--- config.mk ---
export PLATFORM = sky130hd
export DESIGN_NAME = scad_sc_fe
export DESIGN_NICKNAME = d
export VERILOG_FILES = /design/src/rtl/scad_pkg.sv /design/src/rtl/scad_shift_seq.sv /design/src/rtl/scad_sc_fe.sv
export SDC_FILE = /design/constraint.sdc
export NUM_CORES = 1
export LEC_CHECK = 0
export ABC_AREA = 1
export ABC_CLOCK_PERIOD_IN_PS = 2500
export CAP_MARGIN = 0
export CORE_AREA = 2 2 69 58
export DETAILED_ROUTE_END_ITERATION = 8
export DIE_AREA = 0 0 71 60
export MAX_ROUTING_LAYER = met4
export PLACE_DENSITY = 0.86
export SYNTH_ARGS = -nofsm -noshare
export SYNTH_HDL_FRONTEND = slang
export SYNTH_SLANG_ARGS = --single-unit
--- constraint.sdc ---
create_clock -name clk -period 2.5 [get_ports clk]
set_input_delay 0.5 -clock clk [delete_from_list [all_inputs] [get_ports clk]]
set_output_delay 0.5 -clock clk [all_outputs]
set_load 0.1 [all_outputs]
--- src/rtl/scad_pkg.sv ---
// scad_pkg: shared definitions for the SCAD shift-count / exponent stage.
//   WIDTH_DEFAULT : default SCAD datapath width (bit 0 is MSB/sign).
//   scState_t     : shift sequencer states.
//   scadWord_t    : one SCAD word, big-endian.
package scad_pkg;

  localparam int WIDTH_DEFAULT = 10;

  typedef enum logic [1:0] {
    IDLE  = 2'd0,
    SHIFT = 2'd1,
    DONE  = 2'd2
  } scState_t;

  typedef bit [0:WIDTH_DEFAULT-1] scadWord_t;

endpackage

--- src/rtl/scad_shift_seq.sv ---
// scad_shift_seq: SC register plus the sequencer that walks SC toward zero,
// issuing one shift step per unstalled cycle.
//   clk, rst_n  : clock, async active-low reset
//   scadF       : SCAD ALU result (two's complement, bit 0 = sign)
//   scLoad      : load SC from scadF (IDLE/DONE only)
//   scClear     : clear SC (IDLE/DONE only, beats scLoad)
//   shiftStart  : start a sequence from IDLE using the current SC
//   shiftStall  : hold the sequence this cycle
//   SC          : shift counter register
//   shiftStep   : shift one place this cycle
//   shiftRight  : step direction, 1 = right (SC negative)
//   busy        : in SHIFT
//   done        : one-cycle completion pulse
//
// state | meaning
// ------+-------------------------------------------------------------
// IDLE  | waiting; SC accepts load/clear, shiftStart begins a sequence
// SHIFT | stepping SC toward zero, one step per unstalled cycle
// DONE  | SC reached zero; done pulses for one cycle; SC load/clear ok
module scad_shift_seq
  import scad_pkg::*;
#(
  parameter int WIDTH = WIDTH_DEFAULT
) (
  input  logic             clk,
  input  logic             rst_n,
  input  logic [0:WIDTH-1] scadF,
  input  logic             scLoad,
  input  logic             scClear,
  input  logic             shiftStart,
  input  logic             shiftStall,
  output logic [0:WIDTH-1] SC,
  output logic             shiftStep,
  output logic             shiftRight,
  output logic             busy,
  output logic             done
);

  localparam logic [0:WIDTH-1] SC_ZERO = '0;
  localparam logic [0:WIDTH-1] SC_ONE  = WIDTH'(1);

  scState_t         state_q, state_nxt;
  logic [0:WIDTH-1] sc_q, sc_nxt;
  logic             step;

  always_ff @(posedge clk or negedge rst_n) begin
    if (!rst_n) begin
      state_q <= IDLE;
      sc_q    <= SC_ZERO;
    end else begin
      state_q <= state_nxt;
      sc_q    <= sc_nxt;
    end
  end

  always_comb begin
    state_nxt = state_q;
    sc_nxt    = sc_q;
    step      = 1'b0;
    unique case (state_q)
      IDLE: begin
        // A load or clear in the same cycle as shiftStart wins and the
        // start is dropped, so the sequence never runs on a stale count.
        if (scClear) begin
          sc_nxt = SC_ZERO;
        end else if (scLoad) begin
          sc_nxt = scadF;
        end else if (shiftStart) begin
          state_nxt = (sc_q == SC_ZERO) ? DONE : SHIFT;
        end
      end
      SHIFT: begin
        if (!shiftStall) begin
          step = 1'b1;
          // Always move toward zero: -2^(WIDTH-1) counts up and cannot wrap.
          sc_nxt = sc_q[0] ? (sc_q + SC_ONE) : (sc_q - SC_ONE);
          if (sc_nxt == SC_ZERO) begin
            state_nxt = DONE;
          end
        end
      end
      DONE: begin
        state_nxt = IDLE;
        if (scClear) begin
          sc_nxt = SC_ZERO;
        end else if (scLoad) begin
          sc_nxt = scadF;
        end
      end
      default: begin
        state_nxt = IDLE;
        sc_nxt    = SC_ZERO;
      end
    endcase
  end

  assign SC         = sc_q;
  assign shiftStep  = step;
  assign shiftRight = sc_q[0];
  assign busy       = (state_q == SHIFT);
  assign done       = (state_q == DONE);

endmodule

--- src/rtl/scad_sc_fe.sv ---
// scad_sc_fe: SC / FE register stage behind the SCAD ALU. SC and its shift
// sequencer live in scad_shift_seq; FE is a plain load/clear register.
//   clk, rst_n          : clock, async active-low reset
//   scadF               : SCAD ALU result
//   scLoad, scClear     : SC load / clear (ignored while shifting)
//   feLoad, feClear     : FE load / clear (any state, clear wins)
//   shiftStart          : begin shift sequence
//   shiftStall          : hold sequence this cycle
//   SC, FE              : registers fed back to the SCAD A/B muxes
//   scSign, scZero      : SC sign bit and zero flag
//   shiftStep           : shift AR/BR one place this cycle
//   shiftRight          : step direction, 1 = right
//   busy, done          : sequencer in SHIFT / completion pulse
module scad_sc_fe
  import scad_pkg::*;
#(
  parameter int WIDTH = WIDTH_DEFAULT
) (
  input  logic             clk,
  input  logic             rst_n,
  input  logic [0:WIDTH-1] scadF,
  input  logic             scLoad,
  input  logic             scClear,
  input  logic             feLoad,
  input  logic             feClear,
  input  logic             shiftStart,
  input  logic             shiftStall,
  output logic [0:WIDTH-1] SC,
  output logic [0:WIDTH-1] FE,
  output logic             scSign,
  output logic             scZero,
  output logic             shiftStep,
  output logic             shiftRight,
  output logic             busy,
  output logic             done
);

  logic [0:WIDTH-1] fe_q;
  logic [0:WIDTH-1] sc_w;

  scad_shift_seq #(
    .WIDTH(WIDTH)
  ) u_seq (
    .clk        (clk),
    .rst_n      (rst_n),
    .scadF      (scadF),
    .scLoad     (scLoad),
    .scClear    (scClear),
    .shiftStart (shiftStart),
    .shiftStall (shiftStall),
    .SC         (sc_w),
    .shiftStep  (shiftStep),
    .shiftRight (shiftRight),
    .busy       (busy),
    .done       (done)
  );

  always_ff @(posedge clk or negedge rst_n) begin
    if (!rst_n) begin
      fe_q <= '0;
    end else if (feClear) begin
      fe_q <= '0;
    end else if (feLoad) begin
      fe_q <= scadF;
    end
  end

  assign SC     = sc_w;
  assign FE     = fe_q;
  assign scSign = sc_w[0];
  assign scZero = (sc_w == '0);

endmodule

==> results by group <==
Timing
  • Setup TNS: 0 ns
  • Maximum clock rate: 434 MHz
  • Final hold viol count: 0
  • Unrepaired setup endpoints after global routing: false
  • Max-slew violations: 0
  • Largest clock skew in the final design: 0.00556 ns
  • Period utilization: 0.921
  • Min Clock Period, post-route: 2.30 ns
  • Final Setup Violations: 0
  • Worst Tran Pin Value: 0.536 ns
  • Slew HR: 0.643

Worst hold path
  • Hold endpoint: FE[8]
  • Startpoint of the worst hold path: FE[8]
  • Cell count of the worst hold path: 2
  • Worst Hold Class: flip-flop to flip-flop

Synth
  • Async set-reset flop share out of synthesis: 1.00
  • Post-synthesis sequential element count: 22
  • Net count of the mapped netlist: 271
  • Most used flip-flop cell after synthesis: dfrtp_1
  • Syn Std Cell Area: 1680 um2
  • Post-synth EDFFs: 0
  • Synth warnings: 0
  • Number of different library cells in the post-synthesis netlist: 31
  • Cells after Synth: 242
  • Post-synthesis sequential area ratio: 0.328
  • Mean cell area of the mapped netlist: 6.93 um2

Cells and area
  • Count of antenna diodes in the layout: 0
  • Leading cell type in the layout, fill and taps excluded: nand2_1
  • Number of nets in the layout: 315
  • Growth of design area from synthesis to finish: 31.2%
  • Leading cell types in the layout, fill and taps excluded: 54 x nand2_1, 38 x inv_1, 25 x buf_4
  • Ratio of cells with drive above 1 in the final layout: 0.193
  • Fillcell total: 321
  • Multi-input combinational cell area: 935 um2
  • Area occupied by registers: 553 um2

Worst setup path
  • Critical path depth: 5
  • Register-to-register setup slack: 0.26 ns
  • Kind of cell with the highest combined delay on the critical path: buffers and inverters
  • WP data required: 2.00 ns
  • CP endpoint kind: output port
  • Maximum net fanout on the critical path: 10
  • Slowest cell on the critical path: dfrtp_2
  • Critical path type: flip-flop to output port
  • Crit path largest cell delay: 0.44 ns
  • Depth of the most critical reg-to-reg path: 12
  • Endpoint arrival time on the critical path: 1.80 ns
  • Cell-by-cell trace of the critical path: inv_1, ha_1, nand2_1, nor3_4, buf_12
  • Worst Path Buf+Inv: 2
  • Launching element type of the critical path: flip-flop
  • Reg2reg start: u_seq.SC[0]
  • Critical R2R Capture: u_seq.state_q[0]

Placement
  • Port buffer count: 43
  • Final RePlAce weighted congestion: 0.881
  • Detailed-placement wirelength estimate: 3520 um

GRT
  • Pin count of the biggest net entering global routing: 23
  • Via count of the first global-routing pass: 1627
  • Total GRT Usage: 0.238
  • Global route total overflow: 0
  • Wire length of the first global-routing pass: 7590 um
  • Initial antenna violation count: 0

Clocking
  • Number of buffers inserted for hold repair after clock tree synthesis: 0
  • Cell at the root of the clock tree: clkbuf_8
  • Maximum clock path buffer count: 2
  • Resized Gates After CTS: 0
  • Clock transition time at the flip-flop clock pins of the worst setup and hold paths: 0.08 ns
  • Number of buffers created by CTS: 3
  • Clock latency on the worst-skew pair: 0.27 ns
  • CTS tree: yes
  • Total setup buffers inserted after CTS: 0
  • Clock sink count: 22
  • H-tree lvl count: 1

Die
  • Die outline area: 4260 um2
  • Number of placement rows: 20
  • Ports placed on the boundary: 44
  • Vertical extent of the die: 60 um
  • Starting Density: 0.462
  • Core outline area: 3630 um2
  • Horizontal die dimension: 71 um

Route
  • Count of nets left with antenna violations after detail routing: 0
  • Routed WL per cell: 13.6 um
  • Number of design rule violations left after detail routing: 0
  • Pre-Repair DR Iteration Count: 5
  • Vias per Instance: 5.29
  • Drt initial violations: 108
  • Wire length after detailed routing: 4490 um
  • Total number of vias: 1740

Run status
  • Result of the run: finished clean

Flow run
  • Max-cap check violation count: 0
worst register-to-register path, stage by stage, from the launching register on:
cell and delay [ns]:
dfrtp_2 0.44, inv_1 0.30, ha_1 0.37, nand2_1 0.17
inv_1 0.05, a21oi_1 0.20, nand2_1 0.09, nand2_1 0.06
nand2_1 0.07, nor2_1 0.09, nand4_1 0.09, o21bai_1 0.13
nand2_1 0.06
synth_stat cells (3+ instances only):
library cell,instances,area [um2]
nand2_1,54,203
inv_1,38,143
nand3_1,24,120
dfrtp_1,22,551
nor2_1,19,71.3
a21oi_1,17,85.1
o21ai_0,12,60.1
ha_1,10,125
inv_2,6,22.5
nand2_2,4,25.0
o22ai_1,4,25.0
a22oi_1,3,22.5
buf_4,3,22.5
nand4_1,3,18.8
nor2_2,3,18.8
nor3_1,3,15.0
area by class of cell:
| cell class | count | share of cell area |
|---|---|---|
| clock inverter | 1 | 0.0136 |
| clock buffer | 3 | 0.0188 |
| timing repair buffer | 45 | 0.190 |
| multi-input combinational | 169 | 0.425 |
| inverter | 45 | 0.0767 |
| sequential | 22 | 0.251 |
| tap | 44 | 0.0250 |
worst max path at each step:
stage	end	slack, ns	from
floorplan	scZero	0.02	u_seq.SC[8]
global placement	u_seq.SC[8]	0.34	scClear
detailed placement	u_seq.SC[8]	0.30	scClear
CTS	scZero	0.21	u_seq.SC[0]
global route	u_seq.state_q[0]	0.006	u_seq.SC[0]
finish	scZero	0.20	u_seq.SC[0]
registers in the layout, indices dropped and copies added, names as in the netlist:
register and count:
FE 10, u_seq.SC 10, u_seq.state_q 2
metrics by stage:
stage	util	instances	setup WS (ns)	hold WS [ns]	area, um2
final	0.607	329	0.197	0.540	2200
after global routing	0.607	329	0.00605	0.579	2200
after floorplan	-	242	0.0213	0.204	1690
after CTS	0.607	329	0.214	0.544	2200
after detailed placement	0.587	325	0.297	0.531	2130
after global placement	0.587	325	0.344	0.522	2130
cells by family (layout without fill, tap and decap cells):
family | count (synthesis) | count (layout) | synth area share
buf+inv | 51 | 94 | 0.122
xor+xnor | 1 | 1 | 0.00522
simple gates | 118 | 118 | 0.329
compound gates | 39 | 39 | 0.130
fa+ha+maj | 11 | 11 | 0.0865
flops | 22 | 22 | 0.328
metal layers:
layer | vias up | share of wire | global-route usage
li1 | 862 | - | -
met1 | 792 | 0.45 | 0.317
met2 | 73 | 0.45 | 0.377
met3 | 13 | 0.072 | 0.0388
met4 | 0 | 0.022 | 0.0782
met5 | - | 0 | -
Power is left out: the tool's default activity adds up to more than one toggle a clock period on the data nets, which glitch-free logic cannot reach.
